<file path="config.mk">
export PLATFORM = sky130hd
export DESIGN_NAME = decode_stage_pipe
export DESIGN_NICKNAME = d
export VERILOG_FILES = /design/src/rtl/asip_decode_pkg.sv /design/src/rtl/decode_stage_pipe_lut.sv /design/src/rtl/decode_stage_pipe.sv
export SDC_FILE = /design/constraint.sdc
export NUM_CORES = 1
export LEC_CHECK = 0
export BUFFER_PORTS_ARGS = -buffer_cell sky130_fd_sc_hd__buf_2
export CAP_MARGIN = 25
export CELL_PAD_IN_SITES_DETAIL_PLACEMENT = 1
export CELL_PAD_IN_SITES_GLOBAL_PLACEMENT = 2
export CORE_MARGIN = 2
export CORE_UTILIZATION = 35
export DETAILED_ROUTE_END_ITERATION = 10
export HOLD_SLACK_MARGIN = 0.08
export PLACE_DENSITY = 0.83
export SLEW_MARGIN = 20
export SYNTH_ARGS = -nofsm -noshare
export SYNTH_HDL_FRONTEND = slang
export SYNTH_SLANG_ARGS = --single-unit
</file>
<file path="constraint.sdc">
create_clock -name clk -period 8.9 [get_ports clk]
set_input_delay 1.78 -clock clk [delete_from_list [all_inputs] [get_ports clk]]
set_output_delay 1.78 -clock clk [all_outputs]
set_load 0.03 [all_outputs]
</file>
<file path="src/rtl/asip_decode_pkg.sv">
// asip_decode_pkg
//   Shared types for the ASIP decode stage.
//   - opcode_e    : 4-bit opcode map (D..F are reserved and decode as illegal)
//   - wb_src_e    : write-back source select driven on write_reg_from
//   - decoded_t   : control bits produced by decode_lut for one opcode
//   - src_use_t   : which instruction fields are read, and from which file
package asip_decode_pkg;

  localparam int OPC_W = 4;

  typedef enum logic [OPC_W-1:0] {
    OP_NOP  = 4'h0,
    OP_ADD  = 4'h1,
    OP_SUB  = 4'h2,
    OP_ADDI = 4'h3,
    OP_LDR  = 4'h4,
    OP_STR  = 4'h5,
    OP_VADD = 4'h6,
    OP_VSUB = 4'h7,
    OP_VLD  = 4'h8,
    OP_VST  = 4'h9,
    OP_MOVI = 4'hA,
    OP_JMP  = 4'hB,
    OP_BNZ  = 4'hC,
    OP_RSVD = 4'hD,
    OP_RSVE = 4'hE,
    OP_RSVF = 4'hF
  } opcode_e;

  typedef enum logic [1:0] {
    WB_ALU = 2'b00,
    WB_MEM = 2'b01,
    WB_IMM = 2'b10
  } wb_src_e;

  typedef struct packed {
    logic [OPC_W-1:0] exec_op;
    wb_src_e          write_reg_from;
    logic             reg_write_en_sc;
    logic             reg_write_en_vec;
    logic             mem_write;
    logic             pc_write_en;
    logic             illegal;
  } decoded_t;

  // rd_sc covers ADDI, which reads its own destination as the first operand.
  typedef struct packed {
    logic rs1_sc;
    logic rs1_vec;
    logic rs2_sc;
    logic rs2_vec;
    logic rd_sc;
  } src_use_t;

endpackage

</file>
<file path="src/rtl/decode_stage_pipe_lut.sv">
// decode_lut
//   Purely combinational opcode decoder.
//   Ports:
//     opcode  in  4          : instruction opcode field
//     ctrl    out decoded_t  : control flags, exec_op and write-back source
//     src_use out src_use_t  : register fields read and which file they index
module decode_lut
  import asip_decode_pkg::*;
(
  input  logic [OPC_W-1:0] opcode,
  output decoded_t         ctrl,
  output src_use_t         src_use
);

  always_comb begin
    ctrl                = '0;
    ctrl.exec_op        = opcode;
    ctrl.write_reg_from = WB_ALU;
    src_use             = '0;

    unique case (opcode_e'(opcode))
      OP_NOP: ;
      OP_ADD, OP_SUB: begin
        ctrl.reg_write_en_sc = 1'b1;
        src_use.rs1_sc       = 1'b1;
        src_use.rs2_sc       = 1'b1;
      end
      OP_ADDI: begin
        ctrl.reg_write_en_sc = 1'b1;
        src_use.rd_sc        = 1'b1;
      end
      OP_LDR: begin
        ctrl.reg_write_en_sc = 1'b1;
        ctrl.write_reg_from  = WB_MEM;
        src_use.rs1_sc       = 1'b1;
      end
      OP_STR: begin
        ctrl.mem_write = 1'b1;
        src_use.rs1_sc = 1'b1;
        src_use.rs2_sc = 1'b1;
      end
      OP_VADD, OP_VSUB: begin
        ctrl.reg_write_en_vec = 1'b1;
        src_use.rs1_vec       = 1'b1;
        src_use.rs2_vec       = 1'b1;
      end
      OP_VLD: begin
        ctrl.reg_write_en_vec = 1'b1;
        ctrl.write_reg_from   = WB_MEM;
        src_use.rs1_sc        = 1'b1;
      end
      OP_VST: begin
        ctrl.mem_write  = 1'b1;
        src_use.rs1_sc  = 1'b1;
        src_use.rs2_vec = 1'b1;
      end
      OP_MOVI: begin
        ctrl.reg_write_en_sc = 1'b1;
        ctrl.write_reg_from  = WB_IMM;
      end
      OP_JMP: begin
        ctrl.pc_write_en = 1'b1;
      end
      OP_BNZ: begin
        ctrl.pc_write_en = 1'b1;
        src_use.rs1_sc   = 1'b1;
      end
      default: begin
        ctrl.illegal = 1'b1;
      end
    endcase
  end

endmodule

</file>
<file path="src/rtl/decode_stage_pipe.sv">
// decode_stage_pipe
//   Registered decode stage between fetch and execute. Decodes one instruction
//   per cycle, tracks in-flight register writes in a scalar and a vector
//   scoreboard, and stalls fetch on RAW/WAW hazards.
//   Ports:
//     clk, reset                      : clock, synchronous active-high reset
//     in_valid/in_ready, instruction  : fetch side handshake and word
//     flush                           : kill held output, refuse input
//     wb_valid, wb_is_vec, wb_reg     : writeback completion (clears scoreboard)
//     out_valid/out_ready             : execute side handshake
//     exec_op, reg_to_write, src_a, src_b, immediate, write_reg_from,
//     reg_write_en_sc, reg_write_en_vec, mem_write, pc_write_en, illegal
//                                     : registered decoded bundle
module decode_stage_pipe
  import asip_decode_pkg::*;
#(
  parameter int INSTR_W = 16,
  parameter int REG_W   = 4,
  parameter int IMM_W   = INSTR_W - 4 - REG_W
) (
  input  logic               clk,
  input  logic               reset,
  input  logic               in_valid,
  output logic               in_ready,
  input  logic [INSTR_W-1:0] instruction,
  input  logic               flush,
  input  logic               wb_valid,
  input  logic               wb_is_vec,
  input  logic [REG_W-1:0]   wb_reg,
  output logic               out_valid,
  input  logic               out_ready,
  output logic [3:0]         exec_op,
  output logic [REG_W-1:0]   reg_to_write,
  output logic [REG_W-1:0]   src_a,
  output logic [REG_W-1:0]   src_b,
  output logic [IMM_W-1:0]   immediate,
  output logic [1:0]         write_reg_from,
  output logic               reg_write_en_sc,
  output logic               reg_write_en_vec,
  output logic               mem_write,
  output logic               pc_write_en,
  output logic               illegal
);

  localparam int NREG   = 1 << REG_W;
  localparam int RD_HI  = INSTR_W - 1 - OPC_W;
  localparam int RS1_HI = RD_HI - REG_W;
  localparam int RS2_HI = RS1_HI - REG_W;

  logic [OPC_W-1:0] f_opcode;
  logic [REG_W-1:0] f_rd;
  logic [REG_W-1:0] f_rs1;
  logic [REG_W-1:0] f_rs2;
  logic [IMM_W-1:0] f_imm;

  assign f_opcode = instruction[INSTR_W-1 -: OPC_W];
  assign f_rd     = instruction[RD_HI  -: REG_W];
  assign f_rs1    = instruction[RS1_HI -: REG_W];
  assign f_rs2    = instruction[RS2_HI -: REG_W];
  assign f_imm    = instruction[IMM_W-1:0];

  decoded_t dec;
  src_use_t use_f;

  decode_lut u_decode_lut (
    .opcode  (f_opcode),
    .ctrl    (dec),
    .src_use (use_f)
  );

  logic [NREG-1:0] pend_sc;
  logic [NREG-1:0] pend_vec;

  logic [NREG-1:0] wb_onehot;
  logic [NREG-1:0] clr_wb_sc;
  logic [NREG-1:0] clr_wb_vec;
  logic [NREG-1:0] busy_sc;
  logic [NREG-1:0] busy_vec;
  logic [NREG-1:0] clr_kill_sc;
  logic [NREG-1:0] clr_kill_vec;
  logic [NREG-1:0] set_sc;
  logic [NREG-1:0] set_vec;
  logic [NREG-1:0] rd_onehot;
  logic [NREG-1:0] held_onehot;

  logic raw;
  logic waw;
  logic hazard;
  logic load;
  logic kill;

  assign wb_onehot   = wb_valid ? (NREG'(1) << wb_reg) : '0;
  assign clr_wb_sc   = wb_is_vec ? '0 : wb_onehot;
  assign clr_wb_vec  = wb_is_vec ? wb_onehot : '0;
  assign rd_onehot   = NREG'(1) << f_rd;
  assign held_onehot = NREG'(1) << reg_to_write;

  // A writeback landing this cycle already frees its register for the hazard
  // check, so a dependent instruction is accepted in the same cycle.
  assign busy_sc  = pend_sc  & ~clr_wb_sc;
  assign busy_vec = pend_vec & ~clr_wb_vec;

  assign raw = (use_f.rs1_sc  & busy_sc[f_rs1])
             | (use_f.rs1_vec & busy_vec[f_rs1])
             | (use_f.rs2_sc  & busy_sc[f_rs2])
             | (use_f.rs2_vec & busy_vec[f_rs2])
             | (use_f.rd_sc   & busy_sc[f_rd]);

  assign waw = (dec.reg_write_en_sc  & busy_sc[f_rd])
             | (dec.reg_write_en_vec & busy_vec[f_rd]);

  assign hazard   = in_valid & (raw | waw);
  assign in_ready = (!out_valid | out_ready) & !hazard & !flush;
  assign load     = in_valid & in_ready;

  // Only a valid held instruction has a scoreboard bit to give back.
  assign kill         = flush & out_valid;
  assign clr_kill_sc  = (kill & reg_write_en_sc)  ? held_onehot : '0;
  assign clr_kill_vec = (kill & reg_write_en_vec) ? held_onehot : '0;

  assign set_sc  = (load & dec.reg_write_en_sc)  ? rd_onehot : '0;
  assign set_vec = (load & dec.reg_write_en_vec) ? rd_onehot : '0;

  always_ff @(posedge clk) begin
    if (reset) begin
      pend_sc  <= '0;
      pend_vec <= '0;
    end else begin
      // Set is OR-ed last so it wins over a same-cycle clear of the same bit.
      pend_sc  <= (busy_sc  & ~clr_kill_sc)  | set_sc;
      pend_vec <= (busy_vec & ~clr_kill_vec) | set_vec;
    end
  end

  always_ff @(posedge clk) begin
    if (reset) begin
      out_valid        <= 1'b0;
      exec_op          <= '0;
      reg_to_write     <= '0;
      src_a            <= '0;
      src_b            <= '0;
      immediate        <= '0;
      write_reg_from   <= WB_ALU;
      reg_write_en_sc  <= 1'b0;
      reg_write_en_vec <= 1'b0;
      mem_write        <= 1'b0;
      pc_write_en      <= 1'b0;
      illegal          <= 1'b0;
    end else if (load) begin
      out_valid        <= 1'b1;
      exec_op          <= dec.exec_op;
      reg_to_write     <= f_rd;
      src_a            <= f_rs1;
      src_b            <= f_rs2;
      immediate        <= f_imm;
      write_reg_from   <= dec.write_reg_from;
      reg_write_en_sc  <= dec.reg_write_en_sc;
      reg_write_en_vec <= dec.reg_write_en_vec;
      mem_write        <= dec.mem_write;
      pc_write_en      <= dec.pc_write_en;
      illegal          <= dec.illegal;
    end else if (flush || out_ready) begin
      // Bundle fields are left as-is; only the valid flag drops.
      out_valid <= 1'b0;
    end
  end

endmodule

</file>
==> results of run 1 <==
-- cell type report --
cell class              instances  area (sq um)  share of cell area [%]
flip-flops and latches         56          1121                   25.20
inverters                      13         48.80                   1.097
multi-input cells             416          2597                   58.38
well taps                     140         175.2                   3.937
clock buffers                   5         125.1                   2.812
repair buffers                 67         355.3                   7.987
clock inverters                 3         26.28                  0.5906
-- power groups by stage --
stage / Combinational (W) / Sequential [W] / Clock, W
CTS: 0.000125 / 0.000262 / 0.000214
detailed placement: 0.000125 / 0.000268 / 0
floorplan: 0.0000734 / 0.000275 / 0
global placement: 0.000124 / 0.000268 / 0
global route: 0.000136 / 0.000263 / 0.000225
finish: 0.000127 / 0.000262 / 0.000211
-- state kept, by name (all words and copies together), names as in the netlist --
register          count
reg_write_en_vec      1
illegal               1
reg_to_write          4
pc_write_en           1
src_a                 4
exec_op               4
src_b                 3
mem_write             1
pend_sc              16
immediate             1
write_reg_from        2
pend_vec             16
reg_write_en_sc       1
out_valid             1
-- placed cells by master (no fill, tap or decap), types with 7 or more instances in the layout --
cell type,synthesis,routed
inv_1,12,12
o21ai_0,68,68
buf_2,4,59
a21oi_1,27,27
dfxtp_1,56,56
nand2_1,42,42
buf_4,8,8
nor2b_1,14,14
o31ai_1,34,33
or3_1,17,17
nand2b_1,11,11
o211ai_1,16,16
nor3_1,15,15
nor2_1,43,43
nand3_1,21,21
nor4_1,9,7
-- routing by layer --
metal / part of all wire, % / vias up / wire length [um]
li1: - / 2076 / -
met1: 45 / 2216 / 7674
met2: 45 / 192 / 7723
met3: 7.7 / 45 / 1325
met4: 3.0 / 0 / 515
met5: 0 / - / 0
-- stage by stage --
stage / util, % / cell area, sq um / hold slack (ps)
after floorplan: - / 3956 / 543.4
after global placement: 39.30 / 4298 / 460.4
after detailed placement: 39.30 / 4298 / 465.9
after CTS: 40.69 / 4449 / 476.0
after global routing: 40.69 / 4449 / 497.3
final: 40.69 / 4449 / 472.4
-- cells by family after synthesis --
group | synth area share [%]
compound gates | 32.54
xor+xnor | 0.2214
buf+inv | 6.673
flops | 28.34
mux | 5.819
simple gates | 26.41
-- path summary, 6_finish.rpt --
path | endpoint | startpoint | slack (ps) | cells past startpoint
worst min-delay path | exec_op[2] | exec_op[2] | 470 | 2
worst max-delay path | in_ready | wb_reg[0] | 1690 | 10
worst max register to register | pend_sc[10] | pend_vec[7] | 5360 | 9
worst min register to register | exec_op[2] | exec_op[2] | 470 | 2
-- critical path, delay by kind of cell --
kind,cells,cell delay [ps]
and+or+nand+nor,4,1950
AOI/OAI and AO/OA,3,1140
muxes,1,190
buffers and inverters,2,360
==> flow_summary.ini, run 1 <==
[outcome]
status = complete, no violations

[clock_tree]
cts_buffer_depth = 2
cts_tree = done
clk_pin_slew_ps = 70
post_cts_buffers = 0
root_buffer = clkbuf_16
cts_resized = 0
tritoncts_num_sinks = 56
clock_latency_ps = 310
cts_max_level = 2
cts_hold_buffers = 0
cts_made_buffers = 5

[logic_synthesis]
synth_ff_type = dfxtp_1
syn_avg_cell_area_sq_um = 7.423
synth_seq_area_share_pct = 28.34
synth_commonest_cells = o21ai_0, dfxtp_1, nor2_1, nand2_1, clkbuf_1
synth.most_common_cell = o21ai_0
yosys_warnings = 0
ys_types = 60
synth.area.top_cells = dfxtp_1, o21ai_0, o31ai_1
ys_async_sr_fraction_pct = 0
synth-edff-count = 0
synth_top_area_cell = dfxtp_1
synth.top_cell.area_share_pct = 28.34
syn-cell-area_sq_um = 3956
synth_cells = 533
syn_nets = 560
synth_seq_cells = 56

[pwr]
swShare_pct = 33.99
p_switching_w = 0.0002039
clock_power_share_pct = 35.1
cellLeakagePower_nw = 1.510
powerDensity_nw_per_um2 = 134.9
combPwrFrac_pct = 21.1
seqPwrFrac_pct = 43.7
finalPower_w = 0.0006000
p_int_w = 0.0003961
peakVddDrop_v = 0.00008110

[global_routing]
grt_max_degree = 66
use_met2_pct = 45.18
grt_most_used_layer = met2
grt_remaining_overflow = 0
antenna_found_initial = 0
grt_pass1_vias = 4472
grtUsageTotal_pct = 29.44
grt_pass1_wl_mm = 26.66
use_met1_pct = 40.46
met3_usage_pct = 6.996

[timing]
rsz0062_at_grt = false
finalMaxSlewViolations = 0
post-route-min-period_ps = 7208
setup_slack_ps = 1692
post-route-period-util_pct = 80.99
setup_viol = 0
finalHoldViolCount = 0
relSlewSlack_pct = 33.03
tightestPinTransition_ps = 1005
fmax_ghz = 0.1387
setup_tns_ps = 0
skew_ps = 15.25

[setup_path]
criticalPathCategory = input port to output pin
path_max_fanout = 23
cp.required_ps = 7120
worstPathCellList = buf_2 -> nand4bb_1 -> o21ai_0 -> mux2i_1 -> o41ai_1 -> nor4_1 -> or4_1 -> or4_1 -> a21boi_1 -> buf_2
crit_path_start_kind = input port
crit_arrival_ps = 5430
crit_slowest_cell = or4_1
cp-end-kind = output pin
critPathMaxStageDelay_ps = 900

[die]
die_y_um = 110.3
die-area_sq_um = 12170
die_w_um = 110.3
core_sq_um = 10940
num_rows = 38
start_util_pct = 36.18
ios = 60

[detailed_routing]
ant_nets = 0
drt_iter0_drc = 384
post_drt_wl_per_cell_um = 24.63
first_pass_iters = 5
via_per_inst = 6.470
totalWireLength_mm = 17.24
remaining_drc_errors = 0
vias = 4529

[cells_and_area]
drive_gt1_share_pct = 16.61
n_fill_cell = 1393
fin_cells = 700
final_nets = 586
n_antenna_cell = 0
area_growth_syn_to_layout_pct = 12.46

[placement]
gp_congestion = 0.9963
dp_slack_ps = 1802
dp_hpwl_mm = 12.96
io_buffers = 59
dp_cells = 692

[worst_hold_path]
hp-class = flip-flop to flip-flop

[run]
max-cap-violations = 0
Power figures use the tool's default switching activity.
==> run 2: changes to the inputs <==
- ABC_AREA: not set -> 1
- CORE_UTILIZATION: 35 -> 27
- PLACE_DENSITY: 0.83 -> 0.75
- clock period: 8.9 -> 6.4 ns (I/O delays scaled with it)
==> flow_summary.ini, run 2 <==
[outcome]
status = complete, no violations

[pwr]
p_int_w = 0.0005546
peakVddDrop_v = 0.00009122
finalPower_w = 0.0008448
clock_power_share_pct = 35.0
swShare_pct = 34.35
combPwrFrac_pct = 21.3
powerDensity_nw_per_um2 = 190.3
cellLeakagePower_nw = 1.807
seqPwrFrac_pct = 43.6
p_switching_w = 0.0002902

[detailed_routing]
via_per_inst = 5.214
first_pass_iters = 5
remaining_drc_errors = 0
vias = 4630
totalWireLength_mm = 15.97
post_drt_wl_per_cell_um = 17.98
drt_iter0_drc = 450
ant_nets = 0

[global_routing]
grt_pass1_wl_mm = 25.72
grt_pass1_vias = 4634
antenna_found_initial = 0
grt_remaining_overflow = 0
grt_max_degree = 57
grtUsageTotal_pct = 20.33

[logic_synthesis]
syn_nets = 713
synth_seq_area_share_pct = 27.97
synth_ff_type = dfxtp_1
syn_avg_cell_area_sq_um = 5.844
synth_seq_cells = 56
synth_top_area_cell = dfxtp_1
ys_types = 34
synth_commonest_cells = nand3_1, nor2_1, nand2_1, dfxtp_1, a21oi_1
synth.top_cell.area_share_pct = 27.97
synth_cells = 686
synth.most_common_cell = nand3_1
synth.area.top_cells = dfxtp_1, nand3_1, nor2_1
yosys_warnings = 0
synth-edff-count = 0
ys_async_sr_fraction_pct = 0
syn-cell-area_sq_um = 4009

[die]
die_w_um = 125.9
start_util_pct = 27.58
die-area_sq_um = 15840
ios = 60
num_rows = 44
die_y_um = 125.9
core_sq_um = 14530

[cells_and_area]
final_nets = 730
final_cell_mix = nand3_1, nor2_1, nand2_1
drive_gt1_share_pct = 11.08
area_growth_syn_to_layout_pct = 10.74
reg_top3 = pend_sc (16), pend_vec (16)
n_antenna_cell = 0
mostFrequentLayoutCell = nand3_1

[clock_tree]
cts_max_level = 2
cts_resized = 0
root_buffer = clkbuf_16
cts_buffer_depth = 2
cts_tree = done
clock_latency_ps = 310
cts_hold_buffers = 0
tritoncts_num_sinks = 56
clk_pin_slew_ps = 80
post_cts_buffers = 0
cts_made_buffers = 5

[placement]
gp_congestion = 0.9105
io_buffers = 59
dp_slack_ps = 1569
dp_hpwl_mm = 12.66

[run]
max-cap-violations = 0

[setup_path]
cp.required_ps = 5120
cp-end-kind = output pin
reg2reg_from = pend_sc[13]
r2r_setup_slack_ps = 4000
path_max_fanout = 12
r2r-end = write_reg_from[1]
criticalPathCategory = input port to output pin
rr_worst_depth = 11
crit_arrival_ps = 3590
crit_path_start_kind = input port

[worst_hold_path]
hold_end = exec_op[3]
hold_depth = 2
hp-class = flip-flop to flip-flop
min_from = exec_op[3]

[timing]
setup_viol = 0
skew_ps = 8.516
setup_tns_ps = 0
rsz0062_at_grt = false
finalHoldViolCount = 0
finalMaxSlewViolations = 0
post-route-period-util_pct = 76.07
relSlewSlack_pct = 40.90
hold_ws_ps = 450.4
setup_slack_ps = 1532
tightestPinTransition_ps = 883.2
post-route-min-period_ps = 4868
fmax_ghz = 0.2054
[run 2: worst max path at each step]
stage | startpoint | endpoint | slack (ps) | cells past startpoint
2_1_floorplan | wb_reg[2] | in_ready | 2310 | 13
3_3_place_gp | instruction[0] | in_ready | 1590 | 11
3_5_place_dp | wb_reg[3] | in_ready | 1570 | 12
4_1_cts | wb_valid | in_ready | 1560 | 13
5_1_grt | wb_valid | in_ready | 1190 | 15
6_report | wb_reg[3] | in_ready | 1530 | 14
[run 2: cells by family (layout without fill, tap and decap cells)]
kind of cell	count (synthesis)	after routing	synth area share, %
buffers and inverters	98	116	10.83
AO/OA/AOI/OAI	78	78	10.80
AND/OR/NAND/NOR	454	454	50.41
flip-flops	56	56	27.97
[run 2: worst max-delay path: stages]
cell	delay [ps]
buf_2	110
nor2_1	580
nand4_1	330
nand2_1	200
nand2_1	70
nand2_1	90
nor2_1	50
nand2_1	70
nand3_1	70
nand3_1	120
nand3_2	100
nor2_4	190
o21a_1	140
buf_2	190
[run 2: per-stage QoR]
step	cell area (sq um)	utilization [%]	std cells
3_3_place_gp	4284	29.48	880
2_1_floorplan	4009	-	686
6_report	4439	30.54	888
3_5_place_dp	4284	29.48	880
5_1_grt	4439	30.54	888
4_1_cts	4437	30.53	888
[run 2: power by group through the flow]
stage	clock network, W	logic [W]	registers [W]
detailed placement	0	0.000180	0.000377
finish	0.000296	0.000180	0.000369
global placement	0	0.000178	0.000376
floorplan	0	0.000113	0.000391
CTS	0.000307	0.000181	0.000369
global route	0.000320	0.000198	0.000371
[run 2: area by class of cell]
type                            instances  area, sq um
Timing Repair Buffer                   59        297.8
Clock inverter                          3        27.53
Tap cell                              184        230.2
Sequential cell                        56         1121
Clock buffer                            5        125.1
Fill cell                            1956        10090
Multi-Input combinational cell        532         2454
Inverter                               49        183.9
[run 2: metal layers]
layer	global-route usage [%]	up-vias	wire length (um)
li1	-	2301	-
met1	28.59	2188	7828
met2	31.16	120	6898
met3	3.823	21	812
met4	7.240	0	427
met5	0	-	0
